**config.mk**
```make
export PLATFORM = sky130hd
export DESIGN_NAME = parity_rotator
export DESIGN_NICKNAME = d
export VERILOG_FILES = /design/src/rtl/parity_rotator_pkg.sv /design/src/rtl/parity_rotator_stepper.sv /design/src/rtl/parity_rotator.sv
export SDC_FILE = /design/constraint.sdc
export NUM_CORES = 1
export LEC_CHECK = 0
export BUFFER_PORTS_ARGS = -buffer_cell sky130_fd_sc_hd__buf_4
export CAP_MARGIN = 10
export CORE_MARGIN = 2
export CORE_UTILIZATION = 40
export CTS_CLUSTER_DIAMETER = 40
export DETAILED_ROUTE_END_ITERATION = 8
export GPL_TIMING_DRIVEN = 0
export PLACE_DENSITY = 0.66
export REMOVE_ABC_BUFFERS = 1
export SETUP_SLACK_MARGIN = 0.15
export SLEW_MARGIN = 20
export SYNTH_ARGS = -nofsm -noshare
export SYNTH_HDL_FRONTEND = slang
export SYNTH_SLANG_ARGS = --single-unit
```
**constraint.sdc**
```tcl
create_clock -name clock -period 3.8 [get_ports clock]
set_input_delay 1.14 -clock clock [delete_from_list [all_inputs] [get_ports clock]]
set_output_delay 1.14 -clock clock [all_outputs]
set_load 0.005 [all_outputs]
```
**src/rtl/parity_rotator_pkg.sv**
```systemverilog
// Shared types and the reduction helper for the parity rotator.
// The helper reduces only the low w bits of a fixed-width vector, so one function serves every WIDTH.
package parity_rotator_pkg;

    typedef enum logic [1:0] {RED_XOR, RED_XNOR, RED_AND, RED_OR} red_mode_e;

    localparam int MAX_W = 64;

    // Only the low w bits take part, so zero-extension cannot disturb the AND result.
    function automatic logic reduce(input logic [MAX_W-1:0] vec, input int w,
                                    input red_mode_e mode);
        logic x, a, o;
        x = 1'b0;
        a = 1'b1;
        o = 1'b0;
        for (int i = 0; i < MAX_W; i++) begin
            if (i < w) begin
                x = x ^ vec[i];
                a = a & vec[i];
                o = o | vec[i];
            end
        end
        case (mode)
            RED_XOR:  return x;
            RED_XNOR: return ~x;
            RED_AND:  return a;
            default:  return o;
        endcase
    endfunction

endpackage

```
**src/rtl/parity_rotator_stepper.sv**
```systemverilog
// Rotating write-index register: advances by STEP modulo WIDTH and flags the wrap.
// The sum is one bit wider than the index, so index + STEP can never overflow.
module mod_stepper #(
    parameter int WIDTH = 4,
    parameter int STEP  = 1,
    localparam int IW   = $clog2(WIDTH)
) (
    input  logic          clock,
    input  logic          reset_n,
    input  logic          step,
    input  logic          clear,
    output logic [IW-1:0] index,
    output logic [IW-1:0] nxt_index,
    output logic          wrap
);

    logic [IW:0] sum;

    assign sum       = {1'b0, index} + (IW+1)'(STEP);
    assign wrap      = (sum >= (IW+1)'(WIDTH));
    assign nxt_index = wrap ? IW'(sum - (IW+1)'(WIDTH)) : IW'(sum);

    always_ff @(posedge clock or negedge reset_n) begin
        if (!reset_n)   index <= '0;
        else if (clear) index <= '0;
        else if (step)  index <= nxt_index;
    end

endmodule

```
**src/rtl/parity_rotator.sv**
```systemverilog
// Rotating reduction-feedback register with a valid/ready frame output.
// Each step writes the selected reduction into the indexed bit; a wrap captures a frame.
module parity_rotator
    import parity_rotator_pkg::*;
#(
    parameter int             WIDTH    = 4,
    parameter int             STEP     = 1,
    parameter logic [WIDTH-1:0] INIT_VAL = '1,
    localparam int            IW       = $clog2(WIDTH)
) (
    input  logic             clock,
    input  logic             reset_n,
    input  logic             enable,
    input  logic [1:0]       mode,
    input  logic             load,
    input  logic [WIDTH-1:0] load_data,
    output logic [IW-1:0]    index,
    output logic [WIDTH-1:0] state_q,
    output logic             red_out,
    output logic             frame_valid,
    input  logic             frame_ready,
    output logic [WIDTH-1:0] frame_data
);

    logic             wrap;
    logic [IW-1:0]    nxt_idx;
    logic             stall, do_step, hs;
    logic [WIDTH-1:0] state_upd;

    assign red_out = reduce(MAX_W'(state_q), WIDTH, red_mode_e'(mode));

    // Only a wrapping step can stall; a dropped step is not remembered.
    assign stall   = wrap && frame_valid && !frame_ready;
    assign do_step = !load && enable && !stall;
    assign hs      = frame_valid && frame_ready;

    mod_stepper #(.WIDTH(WIDTH), .STEP(STEP)) u_stepper (
        .clock     (clock),
        .reset_n   (reset_n),
        .step      (do_step),
        .clear     (load),
        .index     (index),
        .nxt_index (nxt_idx),
        .wrap      (wrap)
    );

    always_comb begin
        state_upd = state_q;
        for (int i = 0; i < WIDTH; i++) begin
            if (IW'(i) == index) state_upd[i] = red_out;
        end
    end

    always_ff @(posedge clock or negedge reset_n) begin
        if (!reset_n)     state_q <= INIT_VAL;
        else if (load)    state_q <= load_data;
        else if (do_step) state_q <= state_upd;
    end

    // Capture outranks the handshake clear, giving back-to-back frames.
    always_ff @(posedge clock or negedge reset_n) begin
        if (!reset_n) begin
            frame_valid <= 1'b0;
            frame_data  <= '0;
        end else if (do_step && wrap) begin
            frame_valid <= 1'b1;
            frame_data  <= state_upd;
        end else if (hs) begin
            frame_valid <= 1'b0;
        end
    end

endmodule

```
==> impl_metrics.py <==
metrics = {
    "outcome": {
        "status": "complete, no violations",
    },
    "setup_path": {
        "crit_arrival_ns": 2.16,
        "cp_slowest_cell": "nor2_2",
        "cp_max_fo": 9,
        "endpoint_kind": "primary output",
        "crit_path_start_kind": "input pin",
        "critPathKind": "input pin to primary output",
        "cp_cell_sequence": "buf_4 > xor2_1 > xnor2_1 > nor2_2 > nor2_1 > buf_4",
        "slowest_delay_ns": 0.39,
        "cp_data_required_time_ns": 2.66,
        "cp_common_cell": "buf_4",
    },
    "logic_synthesis": {
        "avgSynthCellArea_um2": 9.81,
        "yosys.area.top_type_share_pct": 23.8,
        "syn-cell-area_um2": 736,
        "yosys.cell_types.count": 25,
        "synth_warnings": 0,
        "synth_top_area_cell": "dfrtp_1",
        "ys.flop_type": "dfrtp_1",
        "synth_cells": 75,
        "synth_area_leaders": "dfrtp_1, dfstp_2, ha_1, o41ai_2, o31ai_1",
        "async_reset_ff_share_pct": 100,
        "synth_seq_cells": 11,
        "synth_enable_flop_cells": 0,
        "seq_area_frac_synth_pct": 38.1,
    },
    "sta": {
        "final_max_slew_viol_count": 0,
        "rsz0062_at_grt": "false",
        "period_share_pct": 86.7,
        "skew_ns": 0.00270,
        "max_freq_ghz": 0.303,
        "maxSlewHeadroom_pct": 67.5,
        "hold_viol_final": 0,
        "period_needed_ns": 3.30,
        "tightest_slew_ns": 0.487,
        "tns_ns": 0,
        "finalSetupViolCount": 0,
    },
    "die": {
        "initial_utilization_pct": 42.6,
        "die_w_um": 46.9,
        "dieArea_um2": 2200,
        "rows": 15,
        "ios": 23,
        "dieHeight_um": 46.9,
        "core_um2": 1730,
    },
    "route": {
        "routed_via_density": 5.18,
        "wl_um": 1620,
        "vias": 632,
        "drcViolationCount": 0,
        "ant_nets": 0,
        "drt_iter0_markers": 6,
        "wl_per_cell_um": 13.3,
        "drt_first_pass_iters": 4,
    },
    "layout": {
        "nFillCells": 179,
        "ff_latch_area_um2": 280,
        "final_common_cell": "buf_4",
        "mostFrequentLayoutCells": "buf_4, nand2_1, dfrtp_1",
        "final_layout_size_suffix_gt1_share_pct": 34.0,
        "nNetsFinal": 115,
        "multiInputGateArea_um2": 412,
        "diodes": 0,
        "syn2layout_area_growth_pct": 26.9,
        "stdcell_area_um2": 933,
    },
    "cts": {
        "ctsHtreeMaxLevel": 1,
        "cts-root-buf": "clkbuf_4",
        "cts_buffers": 3,
        "cts.sinks": 11,
        "ctsHoldBuffers": 0,
        "clock_latency_ns": 0.27,
        "cts.reportedPaths.clkPinSlew_ns": 0.07,
        "post_cts_resized": 0,
        "cts_setup_buffers": 0,
        "max-clock-path-buffers": 2,
        "cts_tree": "yes",
    },
    "run": {
        "maxCapViolations": 0,
    },
    "hold_path": {
        "hp-class": "flip-flop to flip-flop",
    },
    "grt": {
        "grtUsageMet3_pct": 2.31,
        "overflow": 0,
        "track_usage_pct": 16.9,
        "antenna_found_initial": 0,
        "grt_pass1_wl_um": 2540,
        "top_usage_layer": "met2",
        "grt.met1_usage_pct": 20.7,
        "grtUsageMet2_pct": 28.2,
        "grt_pass1_vias": 590,
        "grt_start_max_net_pins": 16,
    },
    "placement": {
        "port_buffers": 22,
        "gp_congestion": 0.735,
        "dp_hpwl_um": 1210,
        "placed_cell_area_um2": 907,
    },
    "pwr": {
        "power_density_nw_per_um2": 378,
        "irDropWorstVdd_uv": 212,
        "p_leak_nw": 0.430,
    },
}
-- worst paths after layout --
check	to	slack [ns]	start	depth (start not counted)
hold reg to reg	frame_data[3]	0.49	frame_data[3]	2
setup / recovery	red_out	0.50	mode[0]	6
setup reg to reg	frame_data[0]	1.87	state_q[0]	6
max in group asynchronous	state_q[3]	2.88	reset_n	1
hold / removal	frame_data[3]	0.49	frame_data[3]	2
min in group asynchronous	frame_data[2]	0.69	reset_n	1
-- synthesized netlist by cell type (2+ instances only) --
cell	instances
dfrtp_1	7
nand2_1	7
ha_1	6
nor2_1	6
inv_1	5
o31ai_1	5
a21oi_1	4
dfstp_2	4
nand3_1	4
a22oi_1	3
mux2i_1	3
o41ai_2	3
xnor2_1	3
clkbuf_2	2
nand2b_1	2
nor2b_1	2
-- final cells by class --
type	instances	area share (%)
sequential	11	30.0
clock buffer	4	2.82
timing repair buffer	22	17.7
inverter	5	2.01
multi-input combinational	55	44.1
tap	25	3.35
-- worst max-delay path: cells and delay by family --
kind                      cells  cell delay, ns
and+or+nand+nor               2            0.47
buffers and inverters         2            0.27
xor gates and xnor gates      2            0.27
-- logic make-up after synthesis --
group / synth area share, %
compound gates: 19.7
xor+xnor: 4.76
fa+ha+maj: 10.2
buf+inv: 5.95
flops: 38.1
mux: 4.08
simple gates: 17.2
-- power breakdown --
group | switching (mW) | total (mW) | internal (mW)
Sequential | 0.0129 | 0.150 | 0.137
Combinational | 0.0602 | 0.121 | 0.0610
Clock | 0.0411 | 0.0817 | 0.0406
Total | 0.114 | 0.353 | 0.239
-- state kept, by name, summed over array words and instances, names as in the netlist --
register,flops
frame_data,4
frame_valid,1
u_stepper.index,2
state_q,4
-- layer usage --
| layer | part of all wire (%) | vias to the layer above | wire length [um] |
|---|---|---|---|
| li1 | - | 311 | - |
| met2 | 48 | 18 | 771 |
| met3 | 5.7 | 2 | 92 |
| met4 | 0.68 | 0 | 11 |
| met5 | 0 | - | 0 |
| met1 | 46 | 301 | 742 |
-- per-stage QoR --
step                      hold slack [ns]  worst slack, ns  utilization, %  instances  power (mW)
after global placement              0.465            0.527            52.5        118       0.271
final                               0.486            0.504            54.1        122       0.353
after global routing                0.536            0.405            54.1        122       0.380
after CTS                           0.489            0.483            54.1        122       0.358
after detailed placement            0.472            0.495            52.5        118       0.275
after floorplan                     0.473            0.888               -         71       0.216
(Power assumes the default switching activity.)
